## config.mk

```make
export PLATFORM = sky130hd
export DESIGN_NAME = wb_select_stage_flat
export DESIGN_NICKNAME = d
export VERILOG_FILES = /design/src/rtl/wb_select_if.sv /design/src/rtl/wb_select_stage.sv /design/src/flat_wrapper.sv
export SDC_FILE = /design/constraint.sdc
export NUM_CORES = 1
export LEC_CHECK = 0
export CORE_MARGIN = 3
export CORE_UTILIZATION = 30
export CTS_BUF_LIST = sky130_fd_sc_hd__clkbuf_8
export CTS_CLUSTER_DIAMETER = 150
export DETAILED_ROUTE_END_ITERATION = 8
export PLACE_DENSITY = 0.66
export SLEW_MARGIN = 20
export SYNTH_ARGS = -nofsm -noshare
export SYNTH_HDL_FRONTEND = slang
export SYNTH_SLANG_ARGS = --single-unit
```

## constraint.sdc

```tcl
create_clock -name clk -period 1.7 [get_ports clk]
set_input_delay 0.34 -clock clk [delete_from_list [all_inputs] [get_ports clk]]
set_output_delay 0.34 -clock clk [all_outputs]
set_load 0.01 [all_outputs]
```

## src/rtl/wb_select_if.sv

```systemverilog
// Bundle of the writeback-select stage signals: upstream beat, downstream
// valid/ready handshake and the sticky error status/clear.
interface wb_select_if #(
  parameter int DATA_W  = 32,
  parameter int NUM_SRC = 4,
  parameter int SEL_W   = $clog2(NUM_SRC),
  parameter int RD_W    = 5
);
  logic                      in_valid;
  logic                      in_ready;
  logic [NUM_SRC*DATA_W-1:0] src_data;
  logic [SEL_W-1:0]          src_sel;
  logic [1:0]                load_size;
  logic                      load_uns;
  logic [1:0]                addr_lo;
  logic [RD_W-1:0]           rd_in;
  logic                      we_in;
  logic                      out_valid;
  logic                      out_ready;
  logic [DATA_W-1:0]         wb_data;
  logic [RD_W-1:0]           wb_rd;
  logic                      wb_we;
  logic                      err_sticky;
  logic                      err_clr;

  // Side that produces beats and consumes writebacks.
  modport master (
    output in_valid, src_data, src_sel, load_size, load_uns, addr_lo,
           rd_in, we_in, out_ready, err_clr,
    input  in_ready, out_valid, wb_data, wb_rd, wb_we, err_sticky
  );

  // The stage itself.
  modport slave (
    input  in_valid, src_data, src_sel, load_size, load_uns, addr_lo,
           rd_in, we_in, out_ready, err_clr,
    output in_ready, out_valid, wb_data, wb_rd, wb_we, err_sticky
  );
endinterface

```

## src/rtl/wb_select_stage.sv

```systemverilog
// Writeback-select stage: picks one of NUM_SRC result sources, formats load
// data from source 0, and presents the result through a two-entry skid buffer
// (MAIN drives the outputs, SKID holds one overflow beat).
module wb_select_stage #(
  parameter int DATA_W  = 32,
  parameter int NUM_SRC = 4,
  parameter int SEL_W   = $clog2(NUM_SRC),
  parameter int RD_W    = 5
) (
  input logic       clk,
  input logic       rst_n,
  wb_select_if.slave bus
);

  typedef enum logic [1:0] {EMPTY = 2'd0, ONE = 2'd1, TWO = 2'd2} state_t;

  state_t state_reg, state_next;

  logic [DATA_W-1:0] src_arr [NUM_SRC];
  logic [DATA_W-1:0] main_data_reg, skid_data_reg, fmt_data;
  logic [RD_W-1:0]   main_rd_reg, skid_rd_reg;
  logic              main_we_reg, skid_we_reg, fmt_we, fmt_err;
  logic              err_reg;
  logic              accept, emit;
  logic              main_from_in, main_from_skid, skid_from_in;
  logic [7:0]        byte_lane;
  logic [15:0]       half_lane;
  logic [31:0]       word_lane;
  logic              sel_ok;
  logic [DATA_W-1:0] sel_data;

  // Unpack the flat source bus into one word per source.
  generate
    for (genvar gi = 0; gi < NUM_SRC; gi++) begin : g_src
      assign src_arr[gi] = bus.src_data[gi*DATA_W +: DATA_W];
    end
  endgenerate

  assign byte_lane = src_arr[0][8*bus.addr_lo +: 8];
  assign half_lane = src_arr[0][16*bus.addr_lo[1] +: 16];
  assign word_lane = src_arr[0][31:0];

  // Select and format the incoming beat so both entries hold final values.
  always_comb begin
    sel_ok   = 1'b0;
    sel_data = '0;
    fmt_data = '0;
    fmt_err  = 1'b0;
    for (int k = 0; k < NUM_SRC; k++) begin
      if (bus.src_sel == SEL_W'(k)) begin
        sel_ok   = 1'b1;
        sel_data = src_arr[k];
      end
    end
    if (!sel_ok) begin
      fmt_err = 1'b1;
    end else if (bus.src_sel == '0) begin
      // The extra top bit is the extension bit; the signed cast replicates it.
      case (bus.load_size)
        2'b00: fmt_data = DATA_W'($signed({~bus.load_uns & byte_lane[7], byte_lane}));
        2'b01: begin
          fmt_data = DATA_W'($signed({~bus.load_uns & half_lane[15], half_lane}));
          fmt_err  = bus.addr_lo[0];
        end
        2'b10: fmt_data = DATA_W'($signed({~bus.load_uns & word_lane[31], word_lane}));
        default: begin
          fmt_data = DATA_W'($signed({~bus.load_uns & word_lane[31], word_lane}));
          fmt_err  = 1'b1;
        end
      endcase
    end else begin
      fmt_data = sel_data;
    end
    fmt_we = bus.we_in & ~fmt_err;
  end

  assign bus.in_ready  = (state_reg != TWO);
  assign bus.out_valid = (state_reg != EMPTY);
  assign accept        = bus.in_valid & bus.in_ready;
  assign emit          = bus.out_valid & bus.out_ready;

  // Next-state and entry-load decode for the two-entry buffer.
  always_comb begin
    state_next     = state_reg;
    main_from_in   = 1'b0;
    main_from_skid = 1'b0;
    skid_from_in   = 1'b0;
    case (state_reg)
      EMPTY: if (accept) begin
        main_from_in = 1'b1;
        state_next   = ONE;
      end
      ONE: begin
        if (accept && emit) begin
          main_from_in = 1'b1;
        end else if (accept) begin
          skid_from_in = 1'b1;
          state_next   = TWO;
        end else if (emit) begin
          state_next = EMPTY;
        end
      end
      TWO: if (emit) begin
        main_from_skid = 1'b1;
        state_next     = ONE;
      end
      default: state_next = EMPTY;
    endcase
  end

  // State register.
  always_ff @(posedge clk or negedge rst_n) begin
    if (!rst_n) state_reg <= EMPTY;
    else        state_reg <= state_next;
  end

  // MAIN and SKID entry registers.
  always_ff @(posedge clk or negedge rst_n) begin
    if (!rst_n) begin
      main_data_reg <= '0;
      main_rd_reg   <= '0;
      main_we_reg   <= 1'b0;
      skid_data_reg <= '0;
      skid_rd_reg   <= '0;
      skid_we_reg   <= 1'b0;
    end else begin
      if (main_from_in) begin
        main_data_reg <= fmt_data;
        main_rd_reg   <= bus.rd_in;
        main_we_reg   <= fmt_we;
      end else if (main_from_skid) begin
        main_data_reg <= skid_data_reg;
        main_rd_reg   <= skid_rd_reg;
        main_we_reg   <= skid_we_reg;
      end
      if (skid_from_in) begin
        skid_data_reg <= fmt_data;
        skid_rd_reg   <= bus.rd_in;
        skid_we_reg   <= fmt_we;
      end
    end
  end

  // Sticky error: an accepted bad beat wins over a concurrent clear.
  always_ff @(posedge clk or negedge rst_n) begin
    if (!rst_n)                 err_reg <= 1'b0;
    else if (accept && fmt_err) err_reg <= 1'b1;
    else if (bus.err_clr)       err_reg <= 1'b0;
  end

  assign bus.wb_data    = main_data_reg;
  assign bus.wb_rd      = main_rd_reg;
  assign bus.wb_we      = main_we_reg & (main_rd_reg != '0);
  assign bus.err_sticky = err_reg;

endmodule
```

## src/flat_wrapper.sv

```systemverilog
// flat-port wrapper written by rule: the top's interface ports become plain ports
module wb_select_stage_flat 
#(
  parameter int DATA_W  = 32,
  parameter int NUM_SRC = 4,
  parameter int SEL_W   = $clog2(NUM_SRC),
  parameter int RD_W    = 5
)
  (clk, rst_n, bus_in_valid, bus_src_data, bus_src_sel, bus_load_size, bus_load_uns, bus_addr_lo, bus_rd_in, bus_we_in, bus_out_ready, bus_err_clr, bus_in_ready, bus_out_valid, bus_wb_data, bus_wb_rd, bus_wb_we, bus_err_sticky);
  wb_select_if #(.DATA_W(DATA_W), .NUM_SRC(NUM_SRC), .SEL_W(SEL_W), .RD_W(RD_W)) bus_i ();
  input logic clk;
  input logic rst_n;
  input wire logic [$bits(bus_i.in_valid)-1:0] bus_in_valid;
  input wire logic [$bits(bus_i.src_data)-1:0] bus_src_data;
  input wire logic [$bits(bus_i.src_sel)-1:0] bus_src_sel;
  input wire logic [$bits(bus_i.load_size)-1:0] bus_load_size;
  input wire logic [$bits(bus_i.load_uns)-1:0] bus_load_uns;
  input wire logic [$bits(bus_i.addr_lo)-1:0] bus_addr_lo;
  input wire logic [$bits(bus_i.rd_in)-1:0] bus_rd_in;
  input wire logic [$bits(bus_i.we_in)-1:0] bus_we_in;
  input wire logic [$bits(bus_i.out_ready)-1:0] bus_out_ready;
  input wire logic [$bits(bus_i.err_clr)-1:0] bus_err_clr;
  output wire logic [$bits(bus_i.in_ready)-1:0] bus_in_ready;
  output wire logic [$bits(bus_i.out_valid)-1:0] bus_out_valid;
  output wire logic [$bits(bus_i.wb_data)-1:0] bus_wb_data;
  output wire logic [$bits(bus_i.wb_rd)-1:0] bus_wb_rd;
  output wire logic [$bits(bus_i.wb_we)-1:0] bus_wb_we;
  output wire logic [$bits(bus_i.err_sticky)-1:0] bus_err_sticky;
  assign bus_i.in_valid = bus_in_valid;
  assign bus_i.src_data = bus_src_data;
  assign bus_i.src_sel = bus_src_sel;
  assign bus_i.load_size = bus_load_size;
  assign bus_i.load_uns = bus_load_uns;
  assign bus_i.addr_lo = bus_addr_lo;
  assign bus_i.rd_in = bus_rd_in;
  assign bus_i.we_in = bus_we_in;
  assign bus_i.out_ready = bus_out_ready;
  assign bus_i.err_clr = bus_err_clr;
  assign bus_in_ready = bus_i.in_ready;
  assign bus_out_valid = bus_i.out_valid;
  assign bus_wb_data = bus_i.wb_data;
  assign bus_wb_rd = bus_i.wb_rd;
  assign bus_wb_we = bus_i.wb_we;
  assign bus_err_sticky = bus_i.err_sticky;
  wb_select_stage #(.DATA_W(DATA_W), .NUM_SRC(NUM_SRC), .SEL_W(SEL_W), .RD_W(RD_W)) u_core (.clk(clk), .rst_n(rst_n), .bus(bus_i));
endmodule
```

# ---- Word-level counts from Yosys, hierarchy flattened
# Index checks and enable logic that the tools add are counted.
dict set report totals {
  register_bits 79
  in_bits 146
  elab_cells 75
}
dict set report op_classes {
  n_eq_ne 12
  shifts 2
  n_mux 34
  bitwise 8
  n_reduce_logical 11
}
# op count
set ops {}
lappend ops {{$mux W32} 7}
lappend ops {{$pmux W32 S2} 1}
lappend ops {{$shiftx A32 B6 Y16} 1}
lappend ops {{$shiftx A32 B6 Y8} 1}
lappend ops {{$mux W1} 16}
lappend ops {{$mux W2} 5}
lappend ops {{$mux W5} 2}
lappend ops {{$eq A2 B2 Y1 const B} 4}
lappend ops {{$and A1 B1 Y1} 6}
lappend ops {{$eq A2 B1 Y1 const B} 3}
lappend ops {{$logic_not A2 Y1} 3}
lappend ops {{$pmux W2 S3} 1}
lappend ops {{$reduce_bool A2 Y1} 3}
lappend ops {{$reduce_bool A5 Y1} 1}
lappend ops {{$ne A2 B1 Y1 const B} 2}
lappend ops {{$ne A2 B2 Y1 const B} 2}
lappend ops {{$pmux W1 S2} 2}
lappend ops {{$reduce_and A4 Y1} 1}
lappend ops {{$ne A3 B1 Y1 const B} 1}
lappend ops {{$logic_and A1 B1 Y1} 2}
lappend ops {{$not A1 Y1} 2}
lappend ops {{$reduce_or A2 Y1} 1}

# ---- Longest topological paths before layout
# Gate-level depths: netlist (run 1).
dict set report logic_depth {
  word_depth 9
  depth_mapped 8
}

# ---- Least setup slack after synthesis (run 1)
# Ideal clock, no wire load.
dict set report synth_path {
  kind {input to register}
  from {input port bus_load_size[0]}
  to {register u_core.skid_data_reg[3]}
  arrival_ns 1.575
  slack_ns 0.001
  cell_stages 7
  path_buffers 2
  path_cell_list {buf_2 > nor2b_1 > buf_2 > mux2_2 > a31o_2 > a211oi_1 > nor2_1}
}
dict set report synth_via {
  elab_chain_cells 4
  word_cells_on_any_way 5
  classes_between {eq/ne: 1; mux: 3; reduce/logical: 1}
}
# item line_no
set synth_rtl {}
lappend synth_rtl {{from (decl)} flat_wrapper.sv:16} ;# input wire logic [$bits(bus_i.load_size)-1:0] bus_load_size;
lappend synth_rtl {{$eq A2 B1 Y1 / $logic_not A2 Y1 (equally long branches)} wb_select_stage.sv:59} ;# case (bus.load_size)
lappend synth_rtl {{$pmux W32 S2 (*)} wb_select_stage.sv:59}
lappend synth_rtl {{$mux W32 (*)} wb_select_stage.sv:57} ;# end else if (bus.src_sel == '0) begin
lappend synth_rtl {{$mux W32 (*)} wb_select_stage.sv:55} ;# if (!sel_ok) begin
lappend synth_rtl {{to (signal assigned)} wb_select_stage.sv:137} ;# skid_data_reg <= fmt_data;
lappend synth_rtl {{to (decl)} wb_select_stage.sv:20} ;# logic [DATA_W-1:0] main_data_reg, skid_data_reg, fmt_data;
# Every way passes the cells marked *; elsewhere a longest branch is shown, timed or not.
# A chain may end at the register's enable or synchronous reset.

# ---- Final worst setup path (run 1)
dict set report layout_path {
  from {register u_core.main_rd_reg[0], in the netlist u_core.bus.wb_rd[0]}
  to {output port bus_wb_we}
}
dict set report layout_via {
  elab_chain_cells 2
}
# item line_no
set layout_rtl {}
lappend layout_rtl {{from (decl)} wb_select_stage.sv:21} ;# logic [RD_W-1:0] main_rd_reg, skid_rd_reg;
lappend layout_rtl {{from (signal assigned)} wb_select_stage.sv:129} ;# main_rd_reg <= bus.rd_in;
lappend layout_rtl {{from (signal assigned)} wb_select_stage.sv:133} ;# main_rd_reg <= skid_rd_reg;
lappend layout_rtl {{$reduce_bool A5 Y1} wb_select_stage.sv:153} ;# assign bus.wb_we = main_we_reg & (main_rd_reg != '0);
lappend layout_rtl {{$and A1 B1 Y1} wb_select_stage.sv:153}
lappend layout_rtl {{to (decl)} flat_wrapper.sv:27} ;# output wire logic [$bits(bus_i.wb_we)-1:0] bus_wb_we;
# Every way passes these cells.

==> results.cfg, run 1 <==
[die]
initial_core_util = 0.310
die-area_sq_um = 17400
die_h_um = 132
ios = 187
core_sq_um = 15400
fp.dieW_um = 132
placementRows = 45

[clock_network]
clock_path_buffers = 2
cts_sinks = 79
htreeDepth = 3
cts_tree = yes
cts_made_buffers = 9
clk_pin_slew_ns = 0.08
clk_latency_ns = 0.36
root_buffer = clkbuf_8

[worst_setup_path]
endpoint_kind = output port
worst_setup_path_start_kind = flop
r2r_start = u_core.state_reg[1]
critical_path.max_fanout = 2
critPathKind = reg2out
cp-startpoint = u_core.bus.wb_rd[0]
worstPathRequired_ns = 1.36
arrival_ns = 1.55

[sta]
final-hold-violation-count = 0
tightest_slew_ns = 0.529
finalSetupViolCount = 1
slew_violations = 0
timing.setup.tns_ns = -0.192
fin_skew_ns = 0.0101
rsz0062_at_grt = yes
worst_slack_ns = -0.192
hold_slack_ns = 0.410
fin_crit_sh = 1.11
fmax_mhz = 529
slew_headroom = 0.645
fin_crit_ns = 1.89

[cells_and_area]
multi_input_area_sq_um = 2610
drive_above_1_share = 0.226
diodes = 0
seqCellArea_sq_um = 1980
final_cell_mix = clkdlybuf4s50_1 (166), buf_4 (93), dfrtp_1 (79)
final_nets = 939
final_area_sq_um = 7920
synthToLayoutAreaGrowth_pct = 66.1
nFillCells = 1424
final_common_cell = clkdlybuf4s50_1

[synthesis]
synthesis.area_sq_um = 4770
synth-seq-cells = 79
synthCells = 532
ys_types = 42
synth_top_cell_area_share = 0.414
seq_area_frac_synth = 0.414
synth_fp_nets = 678
synth_edf_count = 0
synth_top_cell_by_area = dfrtp_1
netlist_top_cells_area = dfrtp_1 (41%), a21oi_1 (8.0%), mux2_2 (6.6%)
ys.flop_type = dfrtp_1
synth_warnings = 0
async_flop_share = 1.00
synth.avg_cell_area_sq_um = 8.97

[drt]
detail-route-antenna-nets = 0
wl_per_cell_um = 18.4
drt-total-wl_mm = 18.5
post-route-drc-count = 0
dr.pass1.iters = 5
vias = 5244
routed_via_density = 5.20
drt_iter0_drc = 434

[outcome]
status = complete, but fails checks
violations = setup timing

[job]
drv_cap = 0

[placement]
port_buffers = 186
place.gp.congestion = 0.889
place_area_sq_um = 7620
hpwl_mm = 14.9

[grt]
grt_pass1_wl_mm = 29.2
grt_usage = 0.210
overflow = 0
antenna_found_initial = 0
grt_pass1_vias = 5507
grt_max_degree = 33

[power]
power.density_nw_per_um2 = 891
leakage_nw = 3.40
max-vdd-ir-drop_mv = 0.445

[hold_path]
min_path_type = in2async
==> metrics by stage <==
stage	setup WS, ns	utilization	power (W)	instances
finish	-0.192	0.516	0.00706	1008
global route	-0.242	0.516	0.00750	1008
CTS	-0.223	0.513	0.00710	1007
detailed placement	-0.959	0.496	0.00565	982
global placement	-0.932	0.496	0.00556	982
floorplan	0.000832	-	0.00401	532
==> critical path, stage by stage (launching register included) <==
cell     delay (ns)
dfrtp_1        0.38
or4_1          0.51
o21a_1         0.17
buf_2          0.13
==> path summary, 6_finish.rpt <==
kind                                                  to  slack (ns)  depth (start not counted)
worst max register to register    u_core.bus.wb_data[16]        0.14                          8
worst min register to register   u_core.skid_data_reg[4]        0.49                          2
worst max-delay path                           bus_wb_we       -0.19                          3
max in group asynchronous            u_core.bus.wb_rd[3]        0.76                          3
worst min-delay path            u_core.skid_data_reg[18]        0.41                          2
min in group clk                 u_core.skid_data_reg[4]        0.49                          2
==> synth_stat cells, types with 3 or more instances <==
master and instances:
o22ai_1 7, or2_2 3, buf_2 16, o211ai_1 33, mux2_2 28, nand2b_1 9, o21ai_1 17, a31oi_1 6
nor2_1 17, and3_1 10, o21ai_0 19, nand3_1 4, dfrtp_1 79, buf_4 3, o21a_1 8, nor2_2 3
nand2_1 71, a222oi_1 11, a22oi_1 22, a221oi_1 5, mux2i_1 24, nor3b_1 4, o221ai_1 3, a211oi_1 4
a21oi_1 76, clkbuf_1 26, inv_1 3
==> final cells by class <==
cell class / instances / share of cell area
multi-input combinational: 401 / 0.329
timing repair buffer: 297 / 0.361
sequential: 79 / 0.249
tap: 211 / 0.0333
inverter: 5 / 0.00237
clock buffer: 11 / 0.0191
clock inverter: 4 / 0.00584
==> report_power, final <==
part           internal [W]  switching (W)
registers           0.00249       0.000358
clock network      0.000743       0.000676
logic               0.00158        0.00121
==> per-layer routing <==
metal | part of all wire | global-route usage | up-vias
li1 | - | - | 2507
met1 | 0.42 | 0.271 | 2521
met2 | 0.51 | 0.362 | 198
met3 | 0.053 | 0.0363 | 18
met4 | 0.016 | 0.0601 | 0
met5 | 0 | 0 | -
==> logic make-up after synthesis <==
| logic type | count (synthesis) | share of synthesized area |
|---|---|---|
| compound gates | 213 | 0.282 |
| buf+inv | 52 | 0.0475 |
| flops | 79 | 0.414 |
| mux | 54 | 0.123 |
| simple gates | 134 | 0.133 |
==> what timing repair did <==
item                                    4_1_cts  5_1_grt
hold buffers                                  1        0
endpoints found under the setup margin       71       32
gates resized for setup                      28       11
pin swaps                                     7        4
buffers inserted                             10        1
hold endpoints to repair                     17        0
(Power assumes the default switching activity.)
==> inputs of run 2 (changes only) <==
ABC_AREA = 1   (was unset)
PLACE_DENSITY = 0.65   (was 0.66)
SKIP_LAST_GASP = 1   (was unset)
==> results.cfg, run 2 <==
[sta]
slew_headroom = 0.652
fmax_mhz = 590
worst_slack_ns = 0.00551
finalSetupViolCount = 0
tightest_slew_ns = 0.516
final-hold-violation-count = 0
fin_crit_sh = 0.997
fin_crit_ns = 1.69
slew_violations = 0
rsz0062_at_grt = yes
fin_skew_ns = 0.00729

[drt]
dr.pass1.iters = 5
met2_wirelength_mm = 8.74
detail-route-antenna-nets = 0
wl_per_cell_um = 15.8
drt-total-wl_mm = 19.2
drt_iter0_drc = 473
dr_wl_met3_mm = 1.56
vias = 5883
top_layer_used = met5
post-route-drc-count = 0
routed_via_density = 4.85
wl_met1_mm = 8.52

[clock_network]
cts_sinks = 79
clk_pin_slew_ns = 0.08
cts_tree = yes
clk_latency_ns = 0.35
root_buffer = clkbuf_8
clock_path_buffers = 2
cts_made_buffers = 9
htreeDepth = 3

[synthesis]
synth-seq-cells = 79
synthesis.area_sq_um = 5090
synth_commonest_cells = nand2_1 (248), nor2_1 (112), dfrtp_1 (79), o21ai_0 (59), nand3_1 (52)
synth_top_cell_area_share = 0.388
synth_top_cell_by_area = dfrtp_1
synth_fp_nets = 908
ys.flop_type = dfrtp_1
yosysMostFrequentCell = nand2_1
seq_area_frac_synth = 0.388
synthCells = 762
synth_edf_count = 0
async_flop_share = 1.00
synth.avg_cell_area_sq_um = 6.68
netlist_top_cells_area = dfrtp_1 (39%), nand2_1 (18%), nor2_1 (8.3%)
ys_types = 29
synth_warnings = 0

[placement]
pre_cts_ws_ns = -0.352
place.gp.congestion = 0.942
port_buffers = 186
hpwl_mm = 15.2

[cells_and_area]
final_nets = 1137
drive_above_1_share = 0.141
post-route-util = 0.490
final_common_cell = nand2_1
final_cell_mix = nand2_1 (247), clkdlybuf4s50_1 (181), nor2_1 (109)
synthToLayoutAreaGrowth_pct = 56.1

[power]
leakage_nw = 3.66
max-vdd-ir-drop_mv = 0.494
power.density_nw_per_um2 = 955

[worst_setup_path]
cp-startpoint = bus_load_size[1]
worstSetupEndpoint = u_core.bus.wb_data[3]
endpoint_kind = flop
worstPathRequired_ns = 1.96
critPathKind = in2reg
arrival_ns = 1.95
r2r_cells = 11
worst_setup_path_start_kind = input pin
timing.rr.end = u_core.bus.wb_data[31]
critical_path.max_fanout = 6
ff2ff_setup_slack_ns = 0.20
r2r_start = u_core.state_reg[0]

[grt]
grt_max_degree = 56
antenna_found_initial = 2
grt_usage = 0.203
overflow = 0
grt_pass1_vias = 5570
grt_pass1_wl_mm = 29.6

[die]
die-area_sq_um = 18600
placementRows = 46
die_h_um = 136
core_sq_um = 16200
initial_core_util = 0.314
fp.dieW_um = 136
ios = 187

[job]
drv_cap = 0

[outcome]
status = finished, final reports clean

[hold_path]
min_path_type = in2async
==> run 2: changes by cell type after synthesis, sizes merged, moves of 30 or more <==
| cell | change |
|---|---|
| a21oi | -41 |
| inv | +44 |
| mux2 | -30 |
| nand2 | +195 |
| nand3 | +49 |
| nor2 | +97 |
==> run 2: logic make-up after synthesis <==
logic type / synth area share
simple gates: 0.354
compound gates: 0.173
buf+inv: 0.0841
flops: 0.388
==> run 2: per-stage QoR <==
| stage | cell area, sq um | hold WS (ns) | setup TNS [ns] | std cells | power (W) |
|---|---|---|---|---|---|
| floorplan | 5090 | 0.0444 | 0 | 762 | 0.00436 |
| global placement | 7590 | 0.308 | -15.04 | 1186 | 0.00598 |
| detailed placement | 7590 | 0.305 | -16.20 | 1186 | 0.00602 |
| CTS | 7830 | 0.447 | -0.0825 | 1204 | 0.00760 |
| global route | 7950 | 0.471 | -0.641 | 1213 | 0.00813 |
| finish | 7950 | 0.453 | 0 | 1213 | 0.00758 |
==> run 2: area by class of cell <==
type	instances	area (sq um)
Clock buffer	10	138
Sequential cell	79	1980
Tap cell	216	270
Inverter	49	186
Fill cell	1663	8290
Multi-Input combinational cell	589	2750
Timing Repair Buffer	263	2530
Clock inverter	6	83.8
Antenna cell	1	2.50
==> run 2: where the power goes <==
group	leakage [nW]	total, W	internal (W)	switching (W)
clock	0.116	0.00156	0.000862	0.000700
sequential	0.943	0.00292	0.00256	0.000367
combinational	2.60	0.00310	0.00159	0.00151
total	3.66	0.00758	0.00501	0.00258
==> run 2: what timing repair did <==
action | 4_1_cts | 5_1_grt
hold buffers | 1 | 0
gates resized for setup | 4 | 25
gates cloned | 0 | 1
hold endpoints to repair | 25 | 0
pin swaps | 0 | 3
setup buffers | 1 | 7
setup endpoints to repair | 3 | 26
==> run 2: routing by layer <==
layer	vias to the layer above	track usage
met5	-	0
met4	2	0.0560
met3	20	0.0470
met2	254	0.316
met1	2653	0.285
li1	2954	-
==> run 2: critical path: stages <==
cell             delay (ns)
clkdlybuf4s50_1        0.50
inv_2                  0.08
buf_4                  0.14
buf_4                  0.13
o21ai_0                0.06
o21ai_0                0.13
o21ai_1                0.26
buf_4                  0.17
nand2_1                0.04
nand2_1                0.05
nand2_1                0.04
==> run 2: worst min-delay path by stage <==
stage                     start                    end  slack [ns]
after floorplan           rst_n  u_core.bus.err_sticky        0.04
after global placement    rst_n  u_core.bus.err_sticky        0.31
after detailed placement  rst_n  u_core.bus.err_sticky        0.30
after CTS                 rst_n  u_core.skid_rd_reg[4]        0.45
after global routing      rst_n  u_core.skid_rd_reg[4]        0.47
final                     rst_n  u_core.bus.err_sticky        0.45
